==> config.mk <==
export PLATFORM = sky130hd
export DESIGN_NAME = cam_capture
export DESIGN_NICKNAME = d
export VERILOG_FILES = /design/src/rtl/cam_pkg.sv /design/src/rtl/cam_byte_pack.sv /design/src/rtl/cam_capture.sv
export SDC_FILE = /design/constraint.sdc
export NUM_CORES = 1
export LEC_CHECK = 0
export CAP_MARGIN = 10
export CORE_UTILIZATION = 40
export CTS_BUF_LIST = sky130_fd_sc_hd__clkbuf_8
export CTS_CLUSTER_SIZE = 24
export DETAILED_ROUTE_END_ITERATION = 8
export PLACE_DENSITY = 0.59
export SKIP_LAST_GASP = 1
export SLEW_MARGIN = 20
export SYNTH_ARGS = -nofsm -noshare
export SYNTH_HDL_FRONTEND = slang
export SYNTH_SLANG_ARGS = --single-unit
==> constraint.sdc <==
create_clock -name pclk -period 4.5 [get_ports pclk]
set_input_delay 0.675 -clock pclk [delete_from_list [all_inputs] [get_ports pclk]]
set_output_delay 0.675 -clock pclk [all_outputs]
set_load 0.005 [all_outputs]
==> src/rtl/cam_pkg.sv <==
// cam_pkg: shared framebuffer geometry and capture FSM encoding
package cam_pkg;
    localparam int FB_W      = 320;
    localparam int FB_H      = 240;
    localparam int FB_DEPTH  = FB_W * FB_H;
    localparam int FB_ADDR_W = 19;
    localparam int PIX_W     = 12;
    typedef enum logic [1:0] {WAIT_VS, IN_VS, ACTIVE} cap_state_e;
endpackage

==> src/rtl/cam_byte_pack.sv <==
// cam_byte_pack: pairs RGB444 camera bytes into registered 12-bit pixels
module cam_byte_pack
    import cam_pkg::*;
(
    input  logic             pclk,
    input  logic             rst_pclk,
    input  logic             href,
    input  logic             href_rise,
    input  logic [7:0]       data,
    output logic             pix_valid,
    output logic [PIX_W-1:0] pix
);
    logic             phase_q, phase_d, phase_eff;
    logic [3:0]       r_q, r_d;
    logic             pix_valid_q, pix_valid_d;
    logic [PIX_W-1:0] pix_q, pix_d;

    // phase restarts at every line start, so a dangling odd byte never pairs across lines
    always_comb begin
        phase_eff   = phase_q & ~href_rise;
        phase_d     = href ? ~phase_eff : phase_q;
        r_d         = (href && !phase_eff) ? data[3:0] : r_q;
        pix_valid_d = href && phase_eff;
        pix_d       = pix_valid_d ? {r_q, data} : pix_q;
    end

    // pixel assembly registers
    always_ff @(posedge pclk or posedge rst_pclk) begin
        if (rst_pclk) begin
            phase_q     <= 1'b0;
            r_q         <= '0;
            pix_valid_q <= 1'b0;
            pix_q       <= '0;
        end else begin
            phase_q     <= phase_d;
            r_q         <= r_d;
            pix_valid_q <= pix_valid_d;
            pix_q       <= pix_d;
        end
    end

    assign pix_valid = pix_valid_q;
    assign pix       = pix_q;
endmodule

==> src/rtl/cam_capture.sv <==
// cam_capture: DVP camera capture with 2:1 decimation into a linear framebuffer
module cam_capture
    import cam_pkg::*;
#(
    parameter int H_ACTIVE = 640,
    parameter int V_ACTIVE = 480,
    parameter int DECIMATE = 1,
    parameter int FB_W     = cam_pkg::FB_W
) (
    input  logic                 pclk,
    input  logic                 rst_pclk,
    input  logic                 cam_vsync,
    input  logic                 cam_href,
    input  logic [7:0]           cam_data,
    input  logic                 capture_en,
    output logic                 wr_en,
    output logic [FB_ADDR_W-1:0] wr_addr,
    output logic [PIX_W-1:0]     wr_data,
    output logic                 frame_done,
    output logic [7:0]           frame_cnt,
    output logic                 line_err
);
    localparam logic [9:0] H_LIM = 10'(H_ACTIVE);
    localparam logic [8:0] V_LIM = 9'(V_ACTIVE);
    localparam logic [FB_ADDR_W-1:0] ADDR_MAX =
        FB_ADDR_W'(DECIMATE != 0 ? FB_W * (V_ACTIVE / 2) - 1 : H_ACTIVE * V_ACTIVE - 1);

    logic                 vs_q, vs_qq, href_q, href_qq;
    logic [7:0]           d_q;
    logic                 vs_rise, vs_fall, href_rise, href_fall;
    logic                 pix_valid, active, keep, in_range, do_wr, overrun;
    logic [PIX_W-1:0]     pix;
    cap_state_e           state_q, state_d;
    logic [9:0]           x_cnt_q, x_cnt_d;
    logic [8:0]           y_cnt_q, y_cnt_d;
    logic [FB_ADDR_W-1:0] addr_q, addr_d, wr_addr_q, wr_addr_d;
    logic [PIX_W-1:0]     wr_data_q, wr_data_d;
    logic [7:0]           frame_cnt_q, frame_cnt_d;
    logic                 wr_en_q, wr_en_d, frame_done_q, frame_done_d, line_err_q, line_err_d;

    // input registers plus a second delay for edge detection
    always_ff @(posedge pclk or posedge rst_pclk) begin
        if (rst_pclk) begin
            vs_q    <= 1'b0;
            vs_qq   <= 1'b0;
            href_q  <= 1'b0;
            href_qq <= 1'b0;
            d_q     <= '0;
        end else begin
            vs_q    <= cam_vsync;
            vs_qq   <= vs_q;
            href_q  <= cam_href;
            href_qq <= href_q;
            d_q     <= cam_data;
        end
    end

    cam_byte_pack u_pack (
        .pclk      (pclk),
        .rst_pclk  (rst_pclk),
        .href      (href_q),
        .href_rise (href_rise),
        .data      (d_q),
        .pix_valid (pix_valid),
        .pix       (pix)
    );

    // edges and the per-pixel write decision
    always_comb begin
        vs_rise   = vs_q & ~vs_qq;
        vs_fall   = ~vs_q & vs_qq;
        href_rise = href_q & ~href_qq;
        href_fall = ~href_q & href_qq;
        active    = state_q == ACTIVE;
        keep      = DECIMATE == 0 || (!x_cnt_q[0] && !y_cnt_q[0]);
        in_range  = x_cnt_q < H_LIM && y_cnt_q < V_LIM;
        do_wr     = active && pix_valid && in_range && keep;
        overrun   = active && pix_valid && !in_range;
    end

    // frame FSM, saturating position counters and the linear write address
    always_comb begin
        state_d      = state_q;
        x_cnt_d      = href_rise ? '0 : (pix_valid && x_cnt_q != '1) ? x_cnt_q + 10'd1 : x_cnt_q;
        y_cnt_d      = (active && href_fall && y_cnt_q != '1) ? y_cnt_q + 9'd1 : y_cnt_q;
        addr_d       = do_wr ? (addr_q == ADDR_MAX ? '0 : addr_q + 1'b1) : addr_q;
        frame_cnt_d  = frame_cnt_q;
        frame_done_d = 1'b0;
        line_err_d   = line_err_q | overrun;
        wr_en_d      = do_wr;
        wr_addr_d    = do_wr ? addr_q : wr_addr_q;
        wr_data_d    = do_wr ? pix : wr_data_q;
        case (state_q)
            WAIT_VS: if (vs_rise && capture_en) state_d = IN_VS;
            IN_VS: if (vs_fall) begin
                addr_d  = '0;
                x_cnt_d = '0;
                y_cnt_d = '0;
                state_d = ACTIVE;
            end
            ACTIVE: if (vs_rise) begin
                frame_done_d = 1'b1;
                frame_cnt_d  = frame_cnt_q + 8'd1;
                state_d      = capture_en ? IN_VS : WAIT_VS;
            end
            default: state_d = WAIT_VS;
        endcase
    end

    // state, counters and registered outputs
    always_ff @(posedge pclk or posedge rst_pclk) begin
        if (rst_pclk) begin
            state_q      <= WAIT_VS;
            x_cnt_q      <= '0;
            y_cnt_q      <= '0;
            addr_q       <= '0;
            frame_cnt_q  <= '0;
            frame_done_q <= 1'b0;
            line_err_q   <= 1'b0;
            wr_en_q      <= 1'b0;
            wr_addr_q    <= '0;
            wr_data_q    <= '0;
        end else begin
            state_q      <= state_d;
            x_cnt_q      <= x_cnt_d;
            y_cnt_q      <= y_cnt_d;
            addr_q       <= addr_d;
            frame_cnt_q  <= frame_cnt_d;
            frame_done_q <= frame_done_d;
            line_err_q   <= line_err_d;
            wr_en_q      <= wr_en_d;
            wr_addr_q    <= wr_addr_d;
            wr_data_q    <= wr_data_d;
        end
    end

    assign wr_en      = wr_en_q;
    assign wr_addr    = wr_addr_q;
    assign wr_data    = wr_data_q;
    assign frame_done = frame_done_q;
    assign frame_cnt  = frame_cnt_q;
    assign line_err   = line_err_q;
endmodule
[Word level (Yosys, flattened, before mapping)]
Index checks and enable logic that the tools add are counted.
Word-level totals
  register bits after elaboration: 112
  latch bits: 0
  bits in writable memories: 0
  memory bits (read-only): 0
  input bits: 13
  output and inout bits: 42
  memories: 0
Cells by class
  $add $sub $neg: 4
  multipliers: 0
  div/mod/pow operators: 0
  order comparisons: 2
  eq/ne operators: 8
  shift-type cells: 0
  mux-type cells: 18
  bitwise gates (word level): 12
  reductions and logical operators: 19
Operator list (number)
  19-bit two-way mux: 4
  10-bit two-way mux: 4
  9-bit two-way mux: 3
  19-bit by 1-bit adder with 19-bit output, second input constant: 1
  19-bit by 17-bit equality test with 1-bit output, second input constant: 1
  1-bit logical AND: 12
  10-bit by 1-bit adder with 10-bit output, second input constant: 1
  10-bit less-than comparator, second input constant: 1
  10-bit != test, second input constant: 1
  9-bit by 1-bit adder with 9-bit output, second input constant: 1
  9-bit less-than comparator, second input constant: 1
  9-bit != test, second input constant: 1
  8-bit by 1-bit adder with 8-bit output, second input constant: 1
  2-bit two-way mux: 3
  2-bit != test, second input constant: 3
  1-bit NOT: 6
  2-bit one-hot mux with 3 select lines: 1
  1-bit bitwise AND: 5
  1-bit zero test: 4
  1-bit two-way mux: 3
  3-bit AND reduction: 1
  2-bit by 1-bit equality test with 1-bit output, second input constant: 1
  2-bit equality test, second input constant: 1
  2-bit zero test: 1
  other kinds (2): 2

[Depth between registers and ports, before layout]
Gate-level depths: netlist of run 1.
  depth after elaboration: 7
  mapped depth: 8
  gate-level depth less buffers: 8

[Cells and area by module]
From an unflattened synthesis of run 1, not the netlist that was laid out.
Unflattened totals
  cells, all modules: 436
  area total of the unflattened synthesis: 4729.5 um2
Modules (own cells, without submodules)
  cam_capture: times used 1, cells an instance 394, area each 4006.3 um2
  cam_byte_pack: times used 1, cells an instance 42, area each 723.2 um2

[Worst setup path before layout of run 1]
Ideal clock, no wire load.
  kind: register to register
  start point: reg y_cnt_q[3]
  end point: reg y_cnt_q[3]
  arrival: 1926 ps
  slack: 2442 ps
  cell stages (with the launch flop): 9
  path buffers: 0
  clock period less this slack: 2058 ps
  path through: dfrtp_1 and4_1 and2_1 and3_1 ha_1 nor4b_4 nand4_1 xor2_1 nor2_1
Between the ends
  longest elaborated chain between the ends: 5
  elaborated cells between the ends (all ways): 6
Ends and longest elaborated chain
  start, declared: RTL line cam_capture.sv:35  | logic [8:0] y_cnt_q, y_cnt_d;
  start signal, assigned: RTL line cam_capture.sv:126  | y_cnt_q <= y_cnt_d;
  branches (longest 2 deep; another with 9-bit by 1-bit adder with 9-bit output)
  9-bit two-way mux *: RTL line cam_capture.sv:85  | y_cnt_d = (active && href_fall && y_cnt_q != '1) ? y_cnt_q + 9'd1 : y_cnt_q;
  9-bit two-way mux: RTL line cam_capture.sv:95  | IN_VS: if (vs_fall) begin
  9-bit two-way mux *: RTL line cam_capture.sv:93  | case (state_q)
  via y_cnt_d[3]: RTL line cam_capture.sv:35
Mark *: on every way through the listed nets, which the timed path passes.
A chain may end at the register's enable or synchronous reset.

[Final worst setup path of run 1]
  start point: reg state_q[0]
  end point: reg addr_q[12]
Between the ends
  longest elaborated chain between the ends: 7
  elaborated cells between the ends (all ways): 8
Ends and longest elaborated chain
  start, declared: RTL line cam_capture.sv:33  | cap_state_e state_q, state_d;
  start signal, assigned: RTL line cam_capture.sv:124  | state_q <= state_d;
  2-bit equality test: RTL line cam_capture.sv:74  | active = state_q == ACTIVE;
  1-bit logical AND (3 in a row): RTL line cam_capture.sv:77  | do_wr = active && pix_valid && in_range && keep;
  19-bit two-way mux: RTL line cam_capture.sv:86  | addr_d = do_wr ? (addr_q == ADDR_MAX ? '0 : addr_q + 1'b1) : addr_q;
  19-bit two-way mux: RTL line cam_capture.sv:95
  19-bit two-way mux *: RTL line cam_capture.sv:93
  via addr_d[12]: RTL line cam_capture.sv:36  | logic [FB_ADDR_W-1:0] addr_q, addr_d, wr_addr_q, wr_addr_d;
  end signal, assigned: RTL line cam_capture.sv:127  | addr_q <= addr_d;
  end, declared: RTL line cam_capture.sv:36
The timed path passes the listed nets; every way through them passes the cells marked *.

==> results of run 1 <==
## cell usage in the layout (no fill, tap or decap), types with 3 or more instances in the layout
cell	synthesis	layout
nor4_2	5	5
nor3_1	5	5
mux2_2	17	17
or3_1	3	3
ha_1	5	5
nand4_1	14	14
inv_1	8	7
clkinv_8	0	3
mux2i_1	3	3
and3_1	6	6
o21ai_0	11	11
a21oi_1	11	11
nor2_2	3	3
buf_4	0	4
nand2_1	103	103
and2_1	3	3
nand3_1	13	13
clkbuf_8	0	9
nand3b_1	3	3
xor2_1	19	19
dfrtp_1	112	112
clkdlybuf4s50_1	0	54
nor2_1	35	35
xnor2_1	13	13
## cell usage after synthesis (6+ instances only)
cell / number
nand3_1: 13
nor2_1: 35
xor2_1: 19
mux2_2: 17
o21ai_0: 11
inv_1: 8
a21oi_1: 11
nand2_1: 103
nand4_1: 14
dfrtp_1: 112
and3_1: 6
xnor2_1: 13
## worst reg2reg max path, stage by stage (launching register included)
cell and delay [ns]:
dfrtp_1 0.44, and3b_1 0.24, nand4_1 0.09, buf_4 0.31, inv_2 0.57, nand4_2 0.29
or3b_1 0.40, a21oi_1 0.14
## metrics by stage
stage	hold slack, ns	worst slack [ns]	std cells
5_1_grt	0.4790	1.758	638
3_5_place_dp	0.4485	1.944	622
3_3_place_gp	0.4460	2.046	622
4_1_cts	0.4770	1.933	638
2_1_floorplan	0.4187	0.8660	432
6_report	0.4719	1.953	638
## registers in the layout (all words and copies together) (netlist names), 2 cells and up
name and cells:
u_pack.r_q 4, state_q 2, wr_data 12, addr_q 19, d_q 8, wr_addr 19
frame_cnt 8, y_cnt_q 9, x_cnt_q 10, u_pack.pix 12
## final timing paths
| path | cells past startpoint | slack [ns] | from | endpoint |
|---|---|---|---|---|
| setup / recovery | 7 | 1.95 | state_q[0] | addr_q[12] |
| hold / removal | 1 | 0.47 | frame_cnt[7] | frame_cnt[7] |
| setup reg to reg | 7 | 1.95 | state_q[0] | addr_q[12] |
| hold reg to reg | 1 | 0.47 | frame_cnt[7] | frame_cnt[7] |
| max in group asynchronous | 3 | 2.88 | rst_pclk | x_cnt_q[7] |
| min in group asynchronous | 2 | 0.81 | rst_pclk | x_cnt_q[5] |
## cells by family after synthesis
family,after synthesis
flops,112
xor+xnor,32
buf+inv,21
mux,20
simple gates,214
fa+ha+maj,5
compound gates,28
## power groups by stage
stage	clock network (mW)	registers, mW	logic [mW]
after CTS	0.723	1.19	0.277
after detailed placement	0	1.21	0.276
after global placement	0	1.21	0.267
final	0.704	1.19	0.270
after global routing	0.768	1.21	0.304
after floorplan	0	1.20	0.143
## per-layer routing
| metal | vias to the layer above | wire, µm | part of all wire (%) |
|---|---|---|---|
| li1 | 1563 | - | - |
| met1 | 1595 | 4470 | 50 |
| met2 | 49 | 4050 | 46 |
| met3 | 10 | 245 | 2.8 |
| met4 | 0 | 110 | 1.2 |
| met5 | - | 0 | 0 |
## final cells by class
cell class / instances / share of cell area [%]
flip-flops and latches: 112 / 49.42
multi-input cells: 299 / 32.25
repair buffers: 58 / 10.06
well taps: 143 / 3.155
clock inverters: 7 / 2.228
clock buffers: 9 / 2.184
inverters: 10 / 0.7059
==> insert_results.sql, run 1 <==
INSERT INTO impl_metrics (metric_group, metric, value, unit) VALUES
('clock_network', 'cts_max_path_buffers', '2', ''),
('flow_run', 'cap_viol_max_count', '0', ''),
('synthesis', 'postSynthRegisterBits', '112', ''),
('grt', 'grtUsageMet2', '24.18', '%'),
('power_and_ir_drop', 'pwr_density_cell', '381.6', 'nW/µm²'),
('grt', 'first_global_vias', '3200', ''),
('synthesis', 'synth_edf_count', '0', ''),
('timing', 'finalSetupViolCount', '0', ''),
('placement', 'dp_hpwl', '5885', 'µm'),
('die', 'die_h', '110.5', 'µm'),
('die', 'placementRows', '39', ''),
('critical_path', 'critical-path-max-stage-delay', '0.56', 'ns'),
('critical_path', 'end_kind', 'register', ''),
('power_and_ir_drop', 'p_sw', '0.5696', 'mW'),
('timing', 'final_hold_viol_count', '0', ''),
('final_layout', 'fill_cells', '1045', ''),
('clock_network', 'clock_insertion_delay_worst_skew', '0.37', 'ns'),
('detailed_routing', 'finalWirelength', '8877', 'µm'),
('grt', 'number_of_antenna_violations_at_the_first_check_in_global_routing', '0', ''),
('run_status', 'status', 'finished, final reports clean', ''),
('die', 'top_level_ports', '55', ''),
('timing', 'finalMaxSlewViolations', '0', ''),
('synthesis', 'synth_cell_type_count', '46', ''),
('die', 'area_of_the_die', '12210', 'µm²'),
('synthesis', 'dominantRegCellSynth', 'dfrtp_1', ''),
('synthesis', 'cell_type_contributing_the_most_total_cell_area_after_synthesis', 'dfrtp_1', ''),
('timing', 'timing_worst_slew_pin_value', '0.8348', 'ns'),
('synthesis', 'avgSynthCellArea', '10.90', 'µm²'),
('clock_network', 'cts-hold-fix-buffers', '0', ''),
('critical_path', 'worst_path_dominant_cell_family', 'simple AND/OR/NAND/NOR gates', ''),
('die', 'core_area', '11470', 'µm²'),
('grt', 'grt.met1_usage', '22.12', '%'),
('timing', 'rsz0062_at_grt', 'false', ''),
('final_layout', 'final_nets', '508', ''),
('power_and_ir_drop', 'total_power', '2.164', 'mW'),
('detailed_routing', 'drt_via_density', '5.042', ''),
('detailed_routing', 'detail_route.wl_per_cell', '13.91', 'µm'),
('placement', 'globalplace.congestion', '0.7392', ''),
('power_and_ir_drop', 'leakagePower', '2.592', 'nW'),
('final_layout', 'layout.area.seq', '2803', 'µm²'),
('final_layout', 'design_area', '5672', 'µm²'),
('clock_network', 'tritoncts', 'done', ''),
('timing', 'max_freq', '392.6', 'MHz'),
('placement', 'placement.cell_area', '5421', 'µm²'),
('critical_path', 'critical_path.startpoint_type', 'register', ''),
('synthesis', 'synth_seq_area_share', '59.53', '%'),
('clock_network', 'post_cts_resized', '0', ''),
('synthesis', 'post_synth_and_or_nand_nor_area_fraction', '23.36', '%'),
('timing', 'timing.final.crit_share', '56.61', '%'),
('synthesis', 'main_combinational_cell_family_by_area_after_synthesis', 'simple AND/OR/NAND/NOR gates', ''),
('clock_network', 'cts_setup_buffers', '0', ''),
('power_and_ir_drop', 'cellInternalPower', '1.595', 'mW'),
('final_layout', 'area.growth.synth_to_final', '20.46', '%'),
('power_and_ir_drop', 'irDropWorstVdd', '0.0001843', 'V'),
('final_layout', 'utilization', '49.46', '%'),
('clock_network', 'clock_tree.root_cell', 'clkbuf_8', ''),
('synthesis', 'synthesis.instances', '432', ''),
('power_and_ir_drop', 'share_comb_of_total_power', '12.5', '%'),
('critical_path', 'critical_path.cell_chain', 'and3b_1 -> nand4_1 -> buf_4 -> inv_2 -> nand4_2 -> or3b_1 -> a21oi_1', ''),
('critical_path', 'critical_path_buf_inv_count', '2', ''),
('synthesis', 'synth_area', '4708', 'µm²'),
('min_path', 'min-delay-path-class', 'reg2reg', ''),
('grt', 'grt.busiest_layer', 'met2', ''),
('detailed_routing', 'drc_violation_total_after_the_first_tritonroute_iteration', '137', ''),
('final_layout', 'area_occupied_by_multi_input_gates', '1829', 'µm²'),
('placement', 'port_buffers', '54', ''),
('detailed_routing', 'drcViolationCount', '0', ''),
('power_and_ir_drop', 'sequentialPowerShare', '55.0', '%'),
('grt', 'grt_start_max_net_pins', '70', ''),
('critical_path', 'slowest_stage', 'inv_2', ''),
('timing', 'fin_worst_skew', '0.02049', 'ns');
No activity file was read; power rests on OpenSTA's default activity.
==> run 2, diff against run 1 <==
clock period = 2.7 ns   (was 4.5 ns; I/O delays follow)
==> insert_results.sql, run 2 (synthesized netlist as in run 1, its figures left out) <==
INSERT INTO impl_metrics (metric_group, metric, value, unit) VALUES
('timing', 'finalSetupViolCount', '0', ''),
('timing', 'timing_worst_slew_pin_value', '0.7131', 'ns'),
('detailed_routing', 'drt_via_density', '5.030', ''),
('timing', 'max_freq', '436.5', 'MHz'),
('power_and_ir_drop', 'total_power', '3.368', 'mW'),
('timing', 'rsz0062_at_grt', 'false', ''),
('clock_network', 'clkSlewWorstSetupHoldPaths', '0.11', 'ns'),
('critical_path', 'critical_path.reg2reg.endpoint', 'y_cnt_q[3]', ''),
('clock_network', 'post_cts_resized', '0', ''),
('final_layout', 'num_antenna_cells', '0', ''),
('timing', 'finalMaxSlewViolations', '0', ''),
('final_layout', 'final_nets', '510', ''),
('critical_path', 'critPathKind', 'reg2reg', ''),
('clock_network', 'tritoncts', 'done', ''),
('detailed_routing', 'vias', '3219', ''),
('die', 'core_area', '11470', 'µm²'),
('grt', 'grtUsageTotal', '15.61', '%'),
('flow_run', 'cap_viol_max_count', '0', ''),
('critical_path', 'end_kind', 'register', ''),
('final_layout', 'drive_gt1_share', '11.87', '%'),
('die', 'die_h', '110.5', 'µm'),
('clock_network', 'cts_max_path_buffers', '2', ''),
('final_layout', 'most-common-layout-cells', 'dfrtp_1, nand2_1, clkdlybuf4s50_1, nor2_1, xor2_1', ''),
('timing', 'fin_worst_hold_slack', '0.4501', 'ns'),
('timing', 'timing.final.crit_share', '84.84', '%'),
('die', 'placementRows', '39', ''),
('power_and_ir_drop', 'leakagePower', '2.572', 'nW'),
('final_layout', 'area.growth.synth_to_final', '19.45', '%'),
('power_and_ir_drop', 'pwr_density_cell', '598.8', 'nW/µm²'),
('critical_path', 'crit-reg2reg-launch', 'y_cnt_q[2]', ''),
('placement', 'globalplace.congestion', '0.7737', ''),
('placement', 'port_buffers', '54', ''),
('die', 'top_level_ports', '55', ''),
('timing', 'timing.final.crit_period', '2.291', 'ns'),
('run_status', 'status', 'finished, final reports clean', ''),
('critical_path', 'ff2ff_path_depth', '8', ''),
('clock_network', 'htree_levels', '3', ''),
('detailed_routing', 'detail_route.wl_per_cell', '13.67', 'µm'),
('die', 'area_of_the_die', '12210', 'µm²'),
('critical_path', 'crit_path_end', 'y_cnt_q[3]', ''),
('final_layout', 'final_common_cell', 'dfrtp_1', ''),
('critical_path', 'worstPathRequired', '2.98', 'ns'),
('critical_path', 'crit_path_max_fanout', '9', ''),
('clock_network', 'cts-hold-fix-buffers', '0', ''),
('detailed_routing', 'drcViolationCount', '0', ''),
('critical_path', 'worstPathArrival', '2.57', 'ns'),
('grt', 'first_global_vias', '3311', ''),
('placement', 'dp_hpwl', '5673', 'µm'),
('power_and_ir_drop', 'irDropWorstVdd', '0.0003355', 'V'),
('timing', 'final.setup.tns', '0', 'ns'),
('placement', 'dp.cells', '624', ''),
('grt', 'first_pass_grt_wire_length', '15530', 'µm'),
('timing', 'final_hold_viol_count', '0', ''),
('min_path', 'min-delay-path-class', 'in2reg', ''),
('min_path', 'min_path_cells', '1', ''),
('final_layout', 'fill_cells', '1051', ''),
('clock_network', 'clock_tree.root_cell', 'clkbuf_8', ''),
('detailed_routing', 'finalWirelength', '8750', 'µm'),
('clock_network', 'cts_setup_buffers', '0', ''),
('clock_network', 'clock_insertion_delay_worst_skew', '0.38', 'ns'),
('grt', 'globalRoute.totalOverflow', '0', ''),
('critical_path', 'critical_path.startpoint', 'y_cnt_q[2]', ''),
('critical_path', 'critical_path.startpoint_type', 'register', ''),
('critical_path', 'reg2reg_setup_slack', '0.41', 'ns'),
('timing', 'fin_worst_skew', '0.01597', 'ns'),
('detailed_routing', 'drc_violation_total_after_the_first_tritonroute_iteration', '152', ''),
('timing', 'timing.max_slew.rel_slack', '52.14', '%'),
('die', 'floorplan.initialDensity', '41.06', '%'),
('die', 'die_w', '110.5', 'µm'),
('final_layout', 'utilization', '49.05', '%'),
('clock_network', 'tritoncts.num_buffers', '9', ''),
('grt', 'number_of_antenna_violations_at_the_first_check_in_global_routing', '0', ''),
('detailed_routing', 'ant_nets', '0', ''),
('clock_network', 'clk_sinks', '112', ''),
('grt', 'grt_start_max_net_pins', '113', ''),
('detailed_routing', 'drt-pass1-iter-count', '4', ''),
('final_layout', 'post_layout_cell_count', '640', '');
-- run 2: area by class of cell --
type,count,area (µm²),area share (%)
sequential,112,2803,49.83
clock inverter,7,56.30,1.001
inverter,10,41.29,0.7341
tap,143,178.9,3.181
multi-input combinational,299,1823,32.41
timing repair buffer,60,598.1,10.63
clock buffer,9,123.9,2.202
-- run 2: report_power, final --
group          internal [mW]  leakage [nW]  switching (mW)
registers               1.85          1.48           0.131
clock network          0.348        0.0944           0.590
logic                  0.262         0.995           0.190
total                   2.46          2.57           0.911
-- run 2: critical path, cell delays in order, from the launching register on --
cell and delay (ns):
dfrtp_1 0.44, and4_1 0.20, and2_1 0.16, and3_1 0.18, ha_1 0.21, nor4b_4 0.53, nand4_1 0.22, xor2_1 0.19
nor2_1 0.06
-- run 2: worst min path at each step --
| stage | slack [ns] | endpoint | from |
|---|---|---|---|
| floorplan | 0.42 | vs_qq | vs_q |
| global placement | 0.45 | wr_data[9] | u_pack.pix[9] |
| detailed placement | 0.45 | wr_data[7] | u_pack.pix[7] |
| CTS | 0.42 | d_q[2] | cam_data[2] |
| global route | 0.43 | d_q[7] | cam_data[7] |
| finish | 0.45 | d_q[7] | cam_data[7] |
-- run 2: per-stage QoR --
stage / cell area [µm²] / setup WS [ns]
2_1_floorplan: 4712 / 0.6418
3_3_place_gp: 5444 / 0.5310
3_5_place_dp: 5444 / 0.4595
4_1_cts: 5624 / 0.4232
5_1_grt: 5624 / 0.2609
6_report: 5624 / 0.4093
-- run 2: metal layers --
metal,track usage (%),wire length [µm],up-vias
li1,-,-,1570
met1,20.30,4278,1585
met2,25.13,4021,50
met3,3.513,286,14
met4,6.578,162,0
met5,0,0,-
==> run 3, diff against run 2 <==
clock period = 2.35 ns   (was 2.7 ns; I/O delays follow)
==> insert_results.sql, run 3 (synthesized netlist as in run 1, its figures left out) <==
INSERT INTO impl_metrics (metric_group, metric, value, unit) VALUES
('run_status', 'status', 'finished, final reports clean', ''),
('critical_path', 'critical_path.startpoint_type', 'register', ''),
('grt', 'grt_start_max_net_pins', '113', ''),
('detailed_routing', 'drcViolationCount', '0', ''),
('critical_path', 'crit_path_max_fanout', '9', ''),
('final_layout', 'area.growth.synth_to_final', '20.65', '%'),
('power_and_ir_drop', 'total_power', '3.942', 'mW'),
('timing', 'finalSetupViolCount', '0', ''),
('final_layout', 'num_antenna_cells', '0', ''),
('power_and_ir_drop', 'fraction_of_power_spent_switching_nets', '27.62', '%'),
('clock_network', 'tritoncts.num_buffers', '9', ''),
('clock_network', 'tritoncts', 'done', ''),
('placement', 'dp.cells', '626', ''),
('detailed_routing', 'finalWirelength', '8728', 'µm'),
('power_and_ir_drop', 'p_sw', '1.089', 'mW'),
('power_and_ir_drop', 'share_comb_of_total_power', '13.1', '%'),
('placement', 'dpl_worst_slack', '0.2567', 'ns'),
('grt', 'grtUsageTotal', '15.41', '%'),
('min_path', 'min_path_cells', '1', ''),
('power_and_ir_drop', 'sequentialPowerShare', '57.8', '%'),
('placement', 'dp_hpwl', '5670', 'µm'),
('flow_run', 'cap_viol_max_count', '0', ''),
('clock_network', 'clk_sinks', '112', ''),
('clock_network', 'post_cts_resized', '0', ''),
('clock_network', 'cts_setup_buffers', '0', ''),
('critical_path', 'critical_path_buf_inv_count', '1', ''),
('timing', 'timing.final.crit_share', '90.58', '%'),
('clock_network', 'cts_max_path_buffers', '2', ''),
('critical_path', 'critical_path.cell_chain', 'and4_1 -> and2_1 -> and3_1 -> ha_1 -> nor4b_4 -> buf_4 -> nand4_1 -> xor2_1 -> nor2_1', ''),
('timing', 'final_hold_viol_count', '0', ''),
('timing', 'final_critical_path_setup_slack', '0.2213', 'ns'),
('clock_network', 'cts-hold-fix-buffers', '0', ''),
('detailed_routing', 'vias', '3236', ''),
('min_path', 'min-delay-path-class', 'in2reg', ''),
('grt', 'number_of_antenna_violations_at_the_first_check_in_global_routing', '0', ''),
('timing', 'finalMaxSlewViolations', '0', ''),
('power_and_ir_drop', 'pwr_density_cell', '694.0', 'nW/µm²'),
('timing', 'timing_worst_slew_pin_value', '0.7097', 'ns'),
('final_layout', 'drive_gt1_share', '12.42', '%'),
('grt', 'first_global_vias', '3172', ''),
('final_layout', 'post_layout_cell_count', '642', ''),
('critical_path', 'ff2ff_path_depth', '9', ''),
('detailed_routing', 'drt_via_density', '5.040', ''),
('final_layout', 'final_common_cell', 'dfrtp_1', ''),
('critical_path', 'worst-path-stages', '9', ''),
('critical_path', 'critPathKind', 'reg2reg', ''),
('timing', 'final.setup.tns', '0', 'ns'),
('clock_network', 'clkSlewWorstSetupHoldPaths', '0.12', 'ns'),
('die', 'die_h', '110.5', 'µm'),
('die', 'core_area', '11470', 'µm²'),
('placement', 'globalplace.congestion', '0.7704', ''),
('die', 'area_of_the_die', '12210', 'µm²'),
('grt', 'globalRoute.totalOverflow', '0', ''),
('detailed_routing', 'detail_route.wl_per_cell', '13.60', 'µm'),
('critical_path', 'worst_path_dominant_cell_family', 'simple AND/OR/NAND/NOR gates', ''),
('die', 'die_w', '110.5', 'µm'),
('timing', 'timing.max_slew.rel_slack', '52.37', '%'),
('placement', 'port_buffers', '54', ''),
('clock_network', 'clock_insertion_delay_worst_skew', '0.38', 'ns'),
('critical_path', 'worstPathArrival', '2.40', 'ns'),
('power_and_ir_drop', 'irDropWorstVdd', '0.0003409', 'V'),
('timing', 'fin_worst_skew', '0.01626', 'ns'),
('timing', 'max_freq', '469.8', 'MHz'),
('critical_path', 'worstPathRequired', '2.62', 'ns'),
('critical_path', 'critical-path-max-stage-delay', '0.43', 'ns'),
('timing', 'timing.final.crit_period', '2.129', 'ns'),
('power_and_ir_drop', 'cellInternalPower', '2.854', 'mW'),
('die', 'placementRows', '39', ''),
('power_and_ir_drop', 'pwr-share-clk', '29.1', '%'),
('grt', 'first_pass_grt_wire_length', '15440', 'µm'),
('final_layout', 'design_area', '5680', 'µm²'),
('die', 'floorplan.initialDensity', '41.06', '%'),
('detailed_routing', 'ant_nets', '0', ''),
('critical_path', 'end_kind', 'register', ''),
('detailed_routing', 'drt-pass1-iter-count', '5', ''),
('placement', 'placement.cell_area', '5472', 'µm²'),
('final_layout', 'most-common-layout-cells', 'dfrtp_1, nand2_1, clkdlybuf4s50_1, nor2_1, xor2_1', ''),
('timing', 'rsz0062_at_grt', 'false', ''),
('clock_network', 'clock_tree.root_cell', 'clkbuf_8', ''),
('clock_network', 'htree_levels', '3', ''),
('power_and_ir_drop', 'leakagePower', '2.595', 'nW'),
('final_layout', 'final_nets', '512', ''),
('critical_path', 'slowest_stage', 'dfrtp_1', ''),
('detailed_routing', 'drc_violation_total_after_the_first_tritonroute_iteration', '144', ''),
('die', 'top_level_ports', '55', '');
run 3: changes by cell type in the layout (fill, tap and decap cells not counted), sizes merged:
cell  previous run  this run
buf              6         8
run 3: worst paths after layout:
check	slack [ns]	start	endpoint
min	0.39	cam_data[7]	d_q[7]
max reg2reg	0.22	y_cnt_q[3]	y_cnt_q[3]
min reg2reg	0.47	u_pack.pix[11]	wr_data[11]
max in group asynchronous	1.39	rst_pclk	addr_q[0]
min in group asynchronous	0.45	rst_pclk	wr_data[4]
max	0.22	y_cnt_q[3]	y_cnt_q[3]
run 3: worst register-to-register path: stages (launching register included):
cell	delay [ns]
dfrtp_1	0.43
and4_1	0.22
and2_1	0.17
and3_1	0.18
ha_1	0.20
nor4b_4	0.24
buf_4	0.20
nand4_1	0.14
xor2_1	0.18
nor2_1	0.05
run 3: layer usage:
layer  routed length, µm  vias to the layer above  GRT usage [%]  part of all wire [%]
met2                4007                       57          23.52                    46
met1                4348                     1593          21.92                    50
met5                   0                        -              0                     0
li1                    -                     1576              -                     -
met3                 263                       10          2.744                   3.0
met4                 108                        0          5.867                   1.2
run 3: through the flow:
stage,utilization [%],hold slack (ns)
2_1_floorplan,-,0.3839
3_3_place_gp,47.71,0.4512
3_5_place_dp,47.71,0.4565
4_1_cts,49.54,0.3707
5_1_grt,49.54,0.3671
6_report,49.54,0.3937
run 3: area by class of cell:
class | instances | area (µm²)
Multi-Input combinational cell | 299 | 1823
Sequential cell | 112 | 2803
Clock inverter | 7 | 85.08
Clock buffer | 9 | 123.9
Tap cell | 143 | 178.9
Timing Repair Buffer | 62 | 625.6
Fill cell | 1055 | 5787
Inverter | 10 | 41.29
run 3: power by group through the flow:
stage	Clock (mW)	Combinational (mW)	Sequential (mW)
6_report	1.15	0.518	2.28
5_1_grt	1.27	0.582	2.31
4_1_cts	1.20	0.532	2.28
3_5_place_dp	0	0.528	2.32
3_3_place_gp	0	0.522	2.31
2_1_floorplan	0	0.274	2.29
